File: src/rtl/word_byte_serializer_pkg.sv
// word_byte_serializer_pkg: state encoding and lane indices shared by the serializer files.
package word_byte_serializer_pkg;
    typedef enum logic {S_IDLE, S_SEND} state_t;
    localparam logic [1:0] LANE3 = 2'd3;
    localparam logic [1:0] LANE2 = 2'd2;
    localparam logic [1:0] LANE1 = 2'd1;
    localparam logic [1:0] LANE0 = 2'd0;
endpackage

File: src/rtl/word_byte_serializer_splitter.sv
// word_byte_serializer_splitter: decomposes a 32-bit word into its four byte lanes (o1 = lane3).
module word_byte_serializer_splitter (
    input  logic [31:0] word,
    output logic [7:0]  o1,
    output logic [7:0]  o2,
    output logic [7:0]  o3,
    output logic [7:0]  o4
);
    assign o1 = word[31:24];
    assign o2 = word[23:16];
    assign o3 = word[15:8];
    assign o4 = word[7:0];
endmodule

File: src/rtl/word_byte_serializer.sv
// word_byte_serializer: emits the enabled byte lanes of a word, MSB lane first, one per cycle.
module word_byte_serializer
    import word_byte_serializer_pkg::*;
(
    input  logic        clk,
    input  logic        reset,
    input  logic        in_valid,
    output logic        in_ready,
    input  logic [31:0] in_data,
    input  logic [3:0]  in_be,
    output logic        out_valid,
    input  logic        out_ready,
    output logic [7:0]  out_data,
    output logic        out_last,
    output logic        busy
);
    function automatic logic [1:0] top_lane(input logic [3:0] m);
        return m[3] ? LANE3 : m[2] ? LANE2 : m[1] ? LANE1 : LANE0;
    endfunction

    function automatic logic one_hot(input logic [3:0] m);
        return (m != 4'd0) && ((m & (m - 4'd1)) == 4'd0);
    endfunction

    state_t      state;
    logic [31:0] word_q;
    logic [3:0]  rem_q;
    logic [1:0]  lane;
    logic [7:0]  b3, b2, b1, b0;
    logic        out_fire, in_fire;

    word_byte_serializer_splitter u_split (.word(word_q), .o1(b3), .o2(b2), .o3(b1), .o4(b0));

    always_comb begin
        lane      = top_lane(rem_q);
        out_valid = (state == S_SEND);
        busy      = out_valid;
        out_data  = (lane == LANE3) ? b3 : (lane == LANE2) ? b2 : (lane == LANE1) ? b1 : b0;
        out_last  = out_valid && one_hot(rem_q);
        out_fire  = out_valid && out_ready;
        // Ready during the last byte's handshake lets words stream without a bubble.
        in_ready  = (state == S_IDLE) || (out_fire && out_last);
        in_fire   = in_valid && in_ready;
    end

    always_ff @(posedge clk) begin
        if (reset) begin
            state  <= S_IDLE;
            word_q <= 32'd0;
            rem_q  <= 4'd0;
        end else if (in_fire) begin
            if (in_be != 4'd0)
                word_q <= in_data;
            rem_q <= in_be;
            state <= (in_be != 4'd0) ? S_SEND : S_IDLE;
        end else if (out_fire) begin
            rem_q <= rem_q & ~(4'd1 << lane);
            if (out_last)
                state <= S_IDLE;
        end
    end
endmodule
File: config.mk
export PLATFORM = sky130hd
export DESIGN_NAME = word_byte_serializer
export DESIGN_NICKNAME = d
export VERILOG_FILES = /design/src/rtl/word_byte_serializer_pkg.sv /design/src/rtl/word_byte_serializer_splitter.sv /design/src/rtl/word_byte_serializer.sv
export SDC_FILE = /design/constraint.sdc
export NUM_CORES = 1
export LEC_CHECK = 0
export ABC_AREA = 1
export CAP_MARGIN = 10
export CORE_UTILIZATION = 45
export CTS_CLUSTER_SIZE = 40
export DETAILED_ROUTE_END_ITERATION = 7
export GPL_TIMING_DRIVEN = 1
export PLACE_DENSITY = 0.82
export SLEW_MARGIN = 20
export SYNTH_ARGS = -nofsm -noshare
export SYNTH_HDL_FRONTEND = slang
export SYNTH_SLANG_ARGS = --single-unit
File: constraint.sdc
create_clock -name clk -period 1.8 [get_ports clk]
set_input_delay 0.18 -clock clk [delete_from_list [all_inputs] [get_ports clk]]
set_output_delay 0.18 -clock clk [all_outputs]
set_load 0.02 [all_outputs]
==> summary.txt <==
Synthesis
  – Area contributors post-synth: dfxtp_1, nand2_1, nand3_1
  – Post-synthesis cell type count: 18
  – Post-Syn Instances: roughly 250
  – Cell taking the most area after synthesis: dfxtp_1
  – Post-synthesis sequential area ratio: approximately two fifths
  – Synth warn: 0
  – Top cell type's share of synthesized area: between 40% and 50%
  – Mapped Nets: between 200 and 300
  – #FFs+latches synth: 37
  – Synth Area per Inst: roughly 7.0 µm²
  – Syn Std Cell Area: approximately 0.0018 mm²

STA
  – Worst Slack Setup Final: ~0.03 ns
  – Setup TNS: 0 ns
  – RSZ-0062 raised after global routing: yes
  – Fin. max-slew vios: 0
  – Fin. Hold Viols: 0
  – Worst Clk Skew: 0.00473 ns
  – Final Cycle Share: a little over nine tenths
  – Worst rel slew slack: a little over two thirds
  – Worst Max-Slew Pin Slew: between 0.4 and 0.5 ns
  – Max Freq: ~0.56 GHz
  – Final worst path period need: 1.77 ns
  – Final setup violation count: 0

Outcome
  – Status: finished, final reports clean

Route
  – DR iter-0 viols: 102
  – Met3 Wirelength: around 280 µm
  – Residual DRC: 0
  – Final ANT Viol Nets: 0
  – WL met2: approximately 2400 µm
  – M1 WL: between 1500 and 2000 µm
  – Router iterations before antenna repair: 4
  – Final wirelength: roughly 4700 µm
  – Vias/cell: ~5.2
  – Highest routed layer: met4
  – Vias: 1900
  – WL/cell: about 13 µm

Worst setup path
  – Crit-path max FO: 10
  – CP peak stage delay: about 0.36 ns
  – Critical path required time: roughly 1.6 ns
  – Reg2Reg Launch Point: rem_q[3]$_SDFFE_PP0P_
  – Worst setup path start: rem_q[2]$_SDFFE_PP0P_
  – Setup crit end kind: output port
  – Crit Path Class: flop to output port
  – WP data arrival: 1.59 ns
  – Crit path launch type: flop
  – Crit path max-delay cell type: dfxtp_4
  – Critical Path, Cell by Cell: buf_4 > nand2_2 > nand2_1 > a21oi_1 > o21ai_1 > clkdlybuf4s15_2

Final layout
  – Multi-input gate area: around 920 µm²
  – Fin cells: 364
  – P&R area growth vs syn: 42.0%
  – Fill count: 339
  – Diodes inserted: 0
  – Net count, final: about 360
  – Share of layout cells above drive strength 1: ~16%
  – Reg area: approximately 750 µm²

Min path
  – Hold Startpoint: word_q[18]$_SDFFE_PP0P_
  – HP Class: flop to flop

Global routing
  – Largest net degree at the start of global routing: 36
  – Global-route wire length before repair: around 7300 µm
  – GR Overflow Total: 0
  – Vias in the first global route: 1633
  – Initial antenna violation count: 0
  – Gr usage total: between 20 and 25%

Floorplan
  – Die width: 64.8 µm
  – Starting Density: a little under half
  – Die area: about 0.0042 mm²
  – Core Area: ~0.0037 mm²
  – Row cnt: 22
  – Die height: 64.8 µm
  – I/O pin total: 52

Clocking
  – Hold buffers post-CTS: 0
  – CTS buffer count: 5
  – Clock buffer depth: 2
  – CTS tree: yes
  – H-tree depth: 2
  – Worst-Skew Late Latency: 0.29 ns
  – CTS sink count: 37
  – Root Buffer Master: clkbuf_8
  – Clock slew at reported path FFs: 0.07 ns

Place
  – Dpl cells: between 300 and 400
  – Setup WS pre-CTS: -0.163 ns
  – Half-perimeter wire length after placement: roughly 3300 µm
  – Port Buffers: between 50 and 60
  – RePlAce Congestion: a little under 1

Power and ir drop
  – Pwr Density: about 810 mW/mm²
  – Worst vdd ir: roughly 0.0005 V
  – P_leak: approximately 1.0 nW

Flow run
  – Max_cap viols: 0
==> cell usage in the layout (no fill, tap or decap), types with 5 or more instances in the layout <==
master	Yosys	final
nand2_1	69	67
nand3_1	48	48
clkdlybuf4s50_1	0	41
a21oi_1	41	39
dfxtp_1	37	34
buf_4	4	17
o21ai_0	19	14
inv_1	11	11
clkbuf_8	0	6
buf_2	0	6
o21ai_1	0	5
==> worst max-delay path: cells and delay by family, from the launching register on <==
| kind | cells | cell delay (ns) |
|---|---|---|
| compound gates | 2 | 0.27 |
| simple gates | 2 | 0.25 |
| flops | 1 | 0.36 |
| buf+inv | 2 | 0.42 |
==> cells in the mapped netlist, drive strengths merged <==
master and n:
a21oi 41, and3 1, buf 8, clkbuf 8
dfxtp 37, inv 14, nand2 73, nand3 48
nand4 1, nor2 4, o21ai 19
==> cell type report <==
cell class | instances | share of cell area (%)
sequential | 37 | 29.7
clock buffer | 7 | 3.43
timing repair buffer | 70 | 25.4
inverter | 14 | 2.38
tap | 48 | 2.38
multi-input combinational | 188 | 36.7
==> metal layers <==
layer,up-vias,GRT usage (%)
li1,971,-
met1,851,28.6
met2,68,38.4
met3,10,5.28
met4,0,9.44
met5,-,0
==> through the flow <==
stage               utilization (%)  cell area, µm²  power (mW)  hold slack [ns]
floorplan                         -            1770        1.22            0.323
global placement               64.2            2390        1.46            0.447
detailed placement             64.2            2390        1.47            0.453
CTS                            67.0            2490        2.02            0.462
global route                   67.8            2520        2.14            0.468
finish                         67.8            2520        2.05            0.461
==> worst paths after layout <==
check	end	slack [ns]	cells after the start
setup / recovery	out_data[1]	0.03	6
hold / removal	word_q[18]$_SDFFE_PP0P_	0.46	2
setup reg to reg	word_q[23]$_SDFFE_PP0P_	0.05	12
hold reg to reg	word_q[18]$_SDFFE_PP0P_	0.46	2
==> power by group <==
| part | internal [mW] | total [mW] | switching, mW |
|---|---|---|---|
| Sequential | 0.877 | 0.916 | 0.0397 |
| Combinational | 0.256 | 0.550 | 0.294 |
| Clock | 0.304 | 0.579 | 0.276 |
| Total | 1.44 | 2.05 | 0.610 |
==> what timing repair did <==
action,CTS,global route
gates cloned,0,1
buffers inserted,0,2
setup endpoints to repair,44,44
resized for setup,45,18
==> sequential cells by signal (all words and copies together) (netlist names) <==
| signal | flops |
|---|---|
| word_q | 32 |
| rem_q | 4 |
| busy | 1 |
==> cells by family after synthesis <==
kind of cell / after synthesis / synth area share (%)
AND/OR/NAND/NOR: 127 / 32.7
AO/OA/AOI/OAI: 60 / 16.9
flip-flops: 37 / 41.7
buffers and inverters: 30 / 8.60
Power figures use the tool's default switching activity.
